**src/rtl/rr_merge_queue.sv**
```systemverilog
// Round-robin merge of p_num_inputs val/rdy streams into one stream through a
// 2-entry registered buffer, so out_rdy never reaches in_rdy combinationally.
module rr_merge_queue #(
    parameter int p_data_width = 32,
    parameter int p_num_inputs = 4,
    parameter int p_src_bits   = ($clog2(p_num_inputs) > 1) ? $clog2(p_num_inputs) : 1
) (
    input  logic                                 clk,
    input  logic                                 reset,
    input  logic [p_num_inputs-1:0]              in_val,
    output logic [p_num_inputs-1:0]              in_rdy,
    input  logic [p_num_inputs*p_data_width-1:0] in_msg,
    output logic                                 out_val,
    input  logic                                 out_rdy,
    output logic [p_data_width-1:0]              out_msg,
    output logic [p_src_bits-1:0]                out_src
);

    localparam logic [p_src_bits:0]   LP_N_EXT = (p_src_bits + 1)'(p_num_inputs);
    localparam logic [p_src_bits-1:0] LP_LAST  = p_src_bits'(p_num_inputs - 1);

    logic [p_src_bits-1:0]   ptr_q, ptr_d;
    logic [p_data_width-1:0] msg_q [2];
    logic [p_data_width-1:0] msg_d [2];
    logic [p_src_bits-1:0]   src_q [2];
    logic [p_src_bits-1:0]   src_d [2];
    logic                    head_q, head_d;
    logic                    tail_q, tail_d;
    logic [1:0]              count_q, count_d;

    logic [p_num_inputs-1:0] grant_s;
    logic [p_src_bits-1:0]   gnt_idx_s;
    logic [p_data_width-1:0] gnt_msg_s;
    logic                    enq_ok_s;
    logic                    w_go_s;
    logic                    r_go_s;

    // Round-robin scan starting at ptr; the modulo wrap is explicit so any channel count works.
    always_comb begin : arb
        logic [p_src_bits:0] scan_v;
        logic                found_v;
        grant_s   = {p_num_inputs{1'b0}};
        gnt_idx_s = {p_src_bits{1'b0}};
        found_v   = 1'b0;
        scan_v    = {(p_src_bits + 1){1'b0}};
        for (int k = 0; k < p_num_inputs; k++) begin
            scan_v = {1'b0, ptr_q} + (p_src_bits + 1)'(k);
            if (scan_v >= LP_N_EXT) begin
                scan_v = scan_v - LP_N_EXT;
            end else begin
                scan_v = scan_v;
            end
            if (!found_v && in_val[scan_v[p_src_bits-1:0]]) begin
                found_v                              = 1'b1;
                grant_s[scan_v[p_src_bits-1:0]]      = 1'b1;
                gnt_idx_s                            = scan_v[p_src_bits-1:0];
            end else begin
                found_v = found_v;
            end
        end
    end

    // One-hot AND-OR select of the granted channel's message.
    always_comb begin
        gnt_msg_s = {p_data_width{1'b0}};
        for (int i = 0; i < p_num_inputs; i++) begin
            gnt_msg_s = gnt_msg_s | (in_msg[i*p_data_width +: p_data_width] & {p_data_width{grant_s[i]}});
        end
    end

    // Handshake qualification and reset-gated outputs.
    always_comb begin
        enq_ok_s = ~reset & (count_q != 2'd2);
        in_rdy   = grant_s & {p_num_inputs{enq_ok_s}};
        w_go_s   = |(in_val & in_rdy);
        out_val  = ~reset & (count_q != 2'd0);
        r_go_s   = out_val & out_rdy;
        if (reset) begin
            out_msg = {p_data_width{1'b0}};
            out_src = {p_src_bits{1'b0}};
        end else begin
            out_msg = msg_q[head_q];
            out_src = src_q[head_q];
        end
    end

    // Next-state for the buffer, its pointers and the priority pointer.
    always_comb begin
        ptr_d  = ptr_q;
        msg_d  = msg_q;
        src_d  = src_q;
        head_d = head_q;
        tail_d = tail_q;
        if (w_go_s) begin
            msg_d[tail_q] = gnt_msg_s;
            src_d[tail_q] = gnt_idx_s;
            tail_d        = ~tail_q;
            ptr_d         = (gnt_idx_s == LP_LAST) ? {p_src_bits{1'b0}} : gnt_idx_s + p_src_bits'(1);
        end else begin
            tail_d = tail_q;
        end
        if (r_go_s) begin
            head_d = ~head_q;
        end else begin
            head_d = head_q;
        end
        case ({w_go_s, r_go_s})
            2'b10:   count_d = count_q + 2'd1;
            2'b01:   count_d = count_q - 2'd1;
            default: count_d = count_q;
        endcase
    end

    // State registers with synchronous reset.
    always_ff @(posedge clk) begin
        if (reset) begin
            ptr_q    <= {p_src_bits{1'b0}};
            msg_q[0] <= {p_data_width{1'b0}};
            msg_q[1] <= {p_data_width{1'b0}};
            src_q[0] <= {p_src_bits{1'b0}};
            src_q[1] <= {p_src_bits{1'b0}};
            head_q   <= 1'b0;
            tail_q   <= 1'b0;
            count_q  <= 2'd0;
        end else begin
            ptr_q    <= ptr_d;
            msg_q[0] <= msg_d[0];
            msg_q[1] <= msg_d[1];
            src_q[0] <= src_d[0];
            src_q[1] <= src_d[1];
            head_q   <= head_d;
            tail_q   <= tail_d;
            count_q  <= count_d;
        end
    end

endmodule

```
**config.mk**
```make
export PLATFORM = sky130hd
export DESIGN_NAME = rr_merge_queue
export DESIGN_NICKNAME = d
export VERILOG_FILES = /design/src/rtl/rr_merge_queue.sv
export SDC_FILE = /design/constraint.sdc
export NUM_CORES = 1
export LEC_CHECK = 0
export ABC_AREA = 1
export CORE_MARGIN = 5
export CORE_UTILIZATION = 49
export DETAILED_ROUTE_END_ITERATION = 8
export GPL_TIMING_DRIVEN = 0
export PLACE_DENSITY = 0.9
export REMOVE_ABC_BUFFERS = 1
export SLEW_MARGIN = 40
export SYNTH_ARGS = -nofsm -noshare
export SYNTH_HDL_FRONTEND = slang
export SYNTH_SLANG_ARGS = --single-unit
```
**constraint.sdc**
```tcl
create_clock -name clk -period 9.2 [get_ports clk]
set_clock_uncertainty 0.15 [all_clocks]
set_input_delay 0.92 -clock clk [delete_from_list [all_inputs] [get_ports clk]]
set_output_delay 0.92 -clock clk [all_outputs]
set_load 0.005 [all_outputs]
```
==> results of run 1 <==
-- synthesized netlist by cell type --
cell type	count	area share [%]
xor2_1	1	0.18
buf_1	2	0.15
buf_4	3	0.46
a31oi_1	1	0.13
nor2_1	238	18
clkbuf_1	34	2.6
inv_1	19	1.5
dfxtp_1	74	31
inv_2	1	0.077
buf_2	6	0.62
nor2_2	1	0.13
clkinv_1	3	0.23
nand2_2	1	0.13
ha_1	8	2.1
nand4_2	1	0.26
buf_6	7	1.6
nand2_1	298	23
nand3_1	88	9.1
nor2_8	2	0.83
nor2_4	1	0.23
a21boi_1	2	0.31
nand3_2	5	1.0
nand2_4	1	0.23
a21oi_1	12	1.2
a21boi_0	3	0.46
o21ai_0	42	4.3
-- power groups by stage --
stage / clock [mW] / sequential, mW / combinational (mW)
2_1_floorplan: 0 / 0.458 / 0.777
3_3_place_gp: 0 / 0.475 / 1.15
3_5_place_dp: 0 / 0.481 / 1.18
4_1_cts: 0.298 / 0.473 / 1.19
5_1_grt: 0.313 / 0.486 / 1.33
6_report: 0.294 / 0.475 / 1.18
-- registers in the layout, indices dropped and copies added, names as in the netlist, named ones only --
| name | flops |
|---|---|
| head_q | 1 |
| ptr_q | 1 |
| msg_q | 64 |
| src_q | 4 |
| count_q | 2 |
| tail_q | 1 |
-- worst max-delay path, delay by kind of cell, from the launching register on --
kind | cells | cell delay, ps
fa+ha+maj | 1 | 430
simple gates | 6 | 1350
buf+inv | 4 | 920
flops | 1 | 650
-- layer usage --
layer / global-route usage, % / up-vias
met1: 27.8 / 2519
met4: 6.68 / 0
li1: - / 2933
met3: 6.93 / 26
met5: 0 / -
met2: 44.6 / 204
-- how the worst min path moves through the flow --
stage	end
after global routing	msg_q[50]
after detailed placement	msg_q[40]
final	msg_q[35]
after global placement	msg_q[61]
after floorplan	msg_q[49]
after CTS	msg_q[40]
-- cell type report --
type / instances / share of cell area [%]
clock buffer: 12 / 2.43
clock inverter: 4 / 1.07
inverter: 23 / 1.38
multi-input combinational: 705 / 44.7
sequential: 74 / 21.8
tap: 133 / 2.44
timing repair buffer: 175 / 26.1
-- logic make-up (layout without fill, tap and decap cells) --
logic type / count (synthesis) / in the layout
buf+inv: 75 / 214
fa+ha+maj: 8 / 8
xor+xnor: 1 / 1
flops: 74 / 74
simple gates: 636 / 636
compound gates: 60 / 60
==> summary.txt, run 1 <==
Pwr
  • Clock Power Share: 15.1%
  • VDD IR max: between 200 and 300 uV
  • Tot Pwr: between 1.5 and 2 mW
  • Sequential power share: approximately 24%
  • Pwr per Cell Area: approximately 290 nW/um2
  • Net Sw Frac: about half
  • Net Switching: approximately 0.94 mW
  • Logic pwr share: just over 60%
  • P_leak: between 3 and 4 nW
  • Internal power: roughly 1.0 mW

Global routing
  • Vias in the first global route: between 5000 and 6000
  • Initial antenna violation count: 0
  • First-pass GRT wire length: roughly 23 mm
  • Largest net degree at the start of global routing: 76
  • Grt total ovfl: 0
  • Gr usage total: between 20% and 30%

Final layout
  • Area occupied by multi-input gates: 3040 um2
  • Layout cell share with drive strength beyond 1: about 3.6%
  • Most frequent cells in the layout: nand2_1, nor2_1, clkdlybuf4s50_1, nand3_1, dfxtp_1
  • # diodes: 0
  • Nets@finish: about 1100
  • Synth-to-layout area growth: 40.4%
  • Fillcell total: around 860
  • Final Util: between 60% and 70%
  • Final instance area: 6810 um2
  • Reg area: around 1500 um2
  • Post-Layout Cell Count: roughly 1100
  • Most common cell after layout, fill and taps aside: nand2_1

Setup path
  • Reg2reg path depth: 16
  • CP max-delay cell: dfxtp_1
  • Flop-to-flop setup slack: approximately 4700 ps
  • Worst setup EP type: primary output
  • WP data required: 8130 ps
  • R2R Path End: count_q[1]
  • Data arrival, critical path: roughly 3700 ps
  • Crit-path cells: inv_2 -> ha_1 -> inv_1 -> nand3_1 -> nand2_1 -> nor2_2 -> nand3_1 -> nand3_2 -> nand2_1 -> inv_1 -> clkdlybuf4s50_1
  • Setup CP Type: reg -> out
  • Slowest cell delay on critical path: approximately 650 ps
  • CP Capture Point: in_rdy[0]
  • Nature of the critical path startpoint: flip-flop
  • CP max FO: 34

Yosys
  • Synth Area in Adders: 2.07%
  • Distinct cells, synth: 26
  • Post-synthesis compound-gate area fraction: around 6.5%
  • Synth Area in XOR/XNOR: less than 1%
  • Syn Area/Cell: 5.68 um2
  • Synthesis-stage register bit count: 74
  • Post-synthesis cell count: about 850
  • Simple-gate share of the synthesized area: 53.4%
  • Synth warn: 0
  • Mapped cell area: slightly below 5000 um2
  • Sequential-to-total area share from yosys stat: about 31%
  • Mux cell area share after synthesis: 0%
  • Main combinational cell family by area after synthesis: simple AND/OR/NAND/NOR gates

Placement
  • Post-placement cell count: between 1000 and 1500
  • Pre-CTS WS: about 4400 ps
  • Dpl hpwl: between 9 and 10 mm
  • Gpl congestion: about 0.86
  • Placed Area: between 6000 and 7000 um2
  • IO Port Bufs: approximately 170

Routing
  • Initial DRC Count: 255
  • Top Metal Used: met4
  • Antenna viol nets, final: 0
  • Vias: between 5000 and 6000
  • Drt total wl: 14.8 mm
  • Wl on met1: ~5.9 mm
  • DR pass1 iterations: 7
  • DRC violations left: 0
  • Via/cell ratio: between 5 and 6
  • Met2 routed WL: slightly above 7 mm
  • Met3 WL: between 1 and 1.5 mm
  • WL/cell: 13.1 um

Die
  • Die H: approximately 110 um
  • FP Rows: 36
  • Die width: 109 um
  • I/O pin count: around 170
  • DIE AREA: 12000 um2
  • Core area: a little under 10000 um2
  • Starting Density: 49.8%

CTS
  • H-tree Lvls: 3
  • Number of buffers created by CTS: 9
  • Post_cts resized: 0
  • Root buf cell: clkbuf_8
  • CTS tree: done
  • Setup Fix Bufs, Post-CTS: 0
  • # hold bufs at CTS: 0
  • Longest Clk Path Bufs: 2
  • Clock-pin slew on the worst setup and hold paths: ~80 ps
  • Clock net sink count: 74
  • Worst-Skew Late Latency: 350 ps

Timing
  • RSZ-0062 raised after global routing: no
  • Setup ws final: 4430 ps
  • Period utilization: about half
  • Final setup fails: 0
  • Rel. slew slack: 44.8%
  • Hold slack final: 328 ps
  • Worst slew pin tran: approximately 830 ps
  • Max Fclk: 209 MHz
  • Fin crit period: roughly 4800 ps
  • Count of pins over their slew limit: 0
  • Number of hold violations in the final report: 0
  • Setup_tns: 0 ps

Outcome
  • Status: finished clean

Hold path
  • WHS Path Cells: 2
  • Hold WC Path Type: reg -> reg
  • Start point of the worst hold path: msg_q[35]

Run
  • Max Cap Viol: 0
Note: power is estimated with default switching activity, not from simulation.
==> run 2, diff against run 1 <==
- CORE_UTILIZATION: 49 -> 46
- PLACE_DENSITY: 0.9 -> 0.85
- clock period: 9.2 -> 4.41 ns (I/O delays scaled with it)
==> run 2 against run 1 <==
Compared with the run above: worst hold slack got worse by 2.2 ps; critical path depth increased by 5; clock power up 120%; global-route usage down 2.5 points; register-to-register slack lost 4300 ps; worst setup slack got worse by 4000 ps; wire length is 1.9% lower; via count is 2.4% lower; clock-buffer cell count unchanged; core utilization decreased by 3.9 points; total power increased by 110%; critical endpoint is now count_q[1]; highest routed layer unchanged.
==> summary.txt, run 2 (synthesis gave the netlist of run 1 again) <==
Outcome
  • Status: finished clean

Final layout
  • Final Util: 66.1% (-3.9 points)
  • Most frequent cells in the layout: nand2_1, nor2_1, clkdlybuf4s50_1, nand3_1, dfxtp_1
  • Reg area: 1490 um2 (about the same)
  • Biggest register: msg_q
  • Post-Layout Cell Count: 1129 (+0.27%)
  • # diodes: 0 (unchanged)
  • Fillcell total: 982 (+14%)
  • Layout cell share with drive strength beyond 1: 3.73% (+0.10 points)
  • Nets@finish: 1131 (unchanged)
  • Regs by FF count: msg_q x64, src_q x4, count_q x2
  • Synth-to-layout area growth: 40.7%
  • Most common cell after layout, fill and taps aside: nand2_1
  • Max FFs per register: 64 (unchanged)
  • Area occupied by multi-input gates: 3050 um2 (+0.25%)

Hold path
  • WHS Path Cells: 2 (unchanged)
  • Hold WC Path Type: reg -> reg

CTS
  • # hold bufs at CTS: 0 (unchanged)
  • Root buf cell: clkbuf_8
  • Number of buffers created by CTS: 9 (unchanged)
  • Setup Fix Bufs, Post-CTS: 0 (unchanged)
  • Clock-pin slew on the worst setup and hold paths: 80 ps (about the same)
  • CTS tree: done
  • H-tree Lvls: 3 (unchanged)
  • Worst-Skew Late Latency: 350 ps (about the same)
  • Clock net sink count: 74 (unchanged)
  • Longest Clk Path Bufs: 2 (unchanged)

Setup path
  • WP depth: 16 (+5)
  • Flop-to-flop setup slack: 410 ps (-4300 ps)
  • Crit-path cells: inv_1 -> ha_1 -> inv_1 -> nand3_1 -> nand2_1 -> nor2_1 -> a21oi_1 -> nand3_4 -> nand3_1 -> nand2_1 -> nor2_4 -> ha_1 -> a21oi_1 -> o21ai_0 -> o21ai_0 -> a21oi_1
  • Worst path buffer plus inverter count: 2 (-2)
  • Setup CP Type: reg -> reg
  • Crit-path most repeated cell: a21oi_1
  • Data arrival, critical path: 4090 ps (+390 ps)
  • Slowest cell delay on critical path: 530 ps (-120 ps)
  • CP max-delay cell: dfxtp_1
  • Worst setup EP type: flip-flop
  • Reg2reg path depth: 16 (unchanged)
  • CP max FO: 34 (unchanged)
  • Nature of the critical path startpoint: flip-flop
  • WP data required: 4510 ps (-3620 ps)
  • CP delay by family, top: simple AND/OR/NAND/NOR gates

Pwr
  • Net Switching: 1.95 mW (+110%)
  • VDD IR max: 581 uV (+130%)
  • Internal power: 2.12 mW (+110%)
  • Net Sw Frac: 48.0% (-0.36 points)
  • Sequential power share: 24.4% (about the same)
  • Logic pwr share: 60.0% (-0.6 points)
  • Tot Pwr: 4.07 mW (+110%)
  • Clock Power Share: 15.7% (+0.6 points)
  • P_leak: 3.20 nW (+0.22%)
  • Pwr per Cell Area: 597 nW/um2 (+110%)

Global routing
  • Vias in the first global route: 4995 (-2.1%)
  • Gr usage total: 22.0% (-2.5 points)
  • Largest net degree at the start of global routing: 66 (-13%)
  • First-pass GRT wire length: 23.5 mm (+0.24%)
  • Grt total ovfl: 0 (unchanged)
  • Initial antenna violation count: 0 (unchanged)

Run
  • Max Cap Viol: 0 (unchanged)

Placement
  • Dpl hpwl: 9.44 mm (-4.5%)
  • IO Port Bufs: 173 (unchanged)
  • Post-placement cell count: 1113 (+0.27%)
  • Gpl congestion: 0.862 (+0.55%)

Routing
  • DRC violations left: 0 (unchanged)
  • Met2 routed WL: 7.07 mm (-2.3%)
  • Initial DRC Count: 326 (+28%)
  • Drt total wl: 14.5 mm (-1.9%)
  • Top Metal Used: met4
  • Via/cell ratio: 4.91 (-2.7%)
  • Wl on met1: 6.21 mm (+4.8%)
  • Vias: 5545 (-2.4%)
  • DR pass1 iterations: 4 (-3)
  • Met3 WL: 1.08 mm (-17%)
  • WL/cell: 12.9 um (-2.1%)
  • Antenna viol nets, final: 0 (unchanged)

Timing
  • Period utilization: between 90 and 100%
  • Final setup fails: 0 (unchanged)
  • Worst slew pin tran: 704 ps (-123 ps)
  • Hold slack final: 326 ps (-2.17 ps)
  • RSZ-0062 raised after global routing: no
  • Rel. slew slack: 53.1% (+8.3 points)
  • Count of pins over their slew limit: 0 (unchanged)
  • Max Fclk: approximately 250 MHz
  • Number of hold violations in the final report: 0 (unchanged)
  • Fin crit period: between 3000 and 4000 ps

Die
  • DIE AREA: 12700 um2 (+5.9%)
  • I/O pin count: 174 (unchanged)
  • Core area: 10300 um2 (+6.1%)
  • Starting Density: 47.0% (-2.9 points)
  • Die H: 113 um (+2.9%)
  • FP Rows: 37 (+2.8%)
  • Die width: 113 um (+2.9%)
## run 2: area by class of cell
class / instances / share of cell area, %
Inverter: 23 / 1.38
Multi-Input combinational cell: 705 / 44.7
Sequential cell: 74 / 21.8
Clock inverter: 4 / 1.03
Timing Repair Buffer: 175 / 26.0
Clock buffer: 12 / 2.59
Tap cell: 136 / 2.49
## run 2: worst paths after layout
| path | startpoint | to |
|---|---|---|
| setup / recovery | ptr_q[1] | count_q[1] |
| hold / removal | msg_q[40] | msg_q[40] |
| setup reg to reg | ptr_q[1] | count_q[1] |
| hold reg to reg | msg_q[40] | msg_q[40] |
## run 2: repair_timing
action / 4_1_cts / 5_1_grt
setup endpoints to repair: 1 / 5
resized for setup: 4 / 1
gates cloned: 0 / 0
## run 2: worst min-delay path: cells and delay by family (launching register included)
family,cells,cell delay (ps)
DFF,1,320
and+or+nand+nor,2,120
## run 2: power by group through the flow
stage / Clock [mW] / Sequential [mW] / Combinational (mW)
after detailed placement: 0 / 1.00 / 2.44
after global routing: 0.674 / 1.01 / 2.78
after global placement: 0 / 0.994 / 2.40
final: 0.639 / 0.992 / 2.44
after floorplan: 0 / 0.956 / 1.62
after CTS: 0.646 / 0.988 / 2.46
## run 2: layer usage
metal | GRT usage, % | vias to the layer above
met1 | 26.2 | 2439
met3 | 5.34 | 12
met2 | 39.7 | 165
li1 | - | 2929
met5 | 0 | -
met4 | 5.21 | 0
## run 2: through the flow
step / cell area [um2] / TNS, ps / setup slack (ps)
after floorplan: 4580 / 0 / 678
after global placement: 6480 / -54670 / -674
after detailed placement: 6540 / -87.9 / -87.9
after CTS: 6820 / 0 / 196
after global routing: 6820 / 0 / 153
final: 6820 / 0 / 411
==> run 3, diff against run 2 <==
- TNS_END_PERCENT: default -> 100
==> results of run 3 <==
The final DEF is identical to that of run 2; final timing and power are the same.
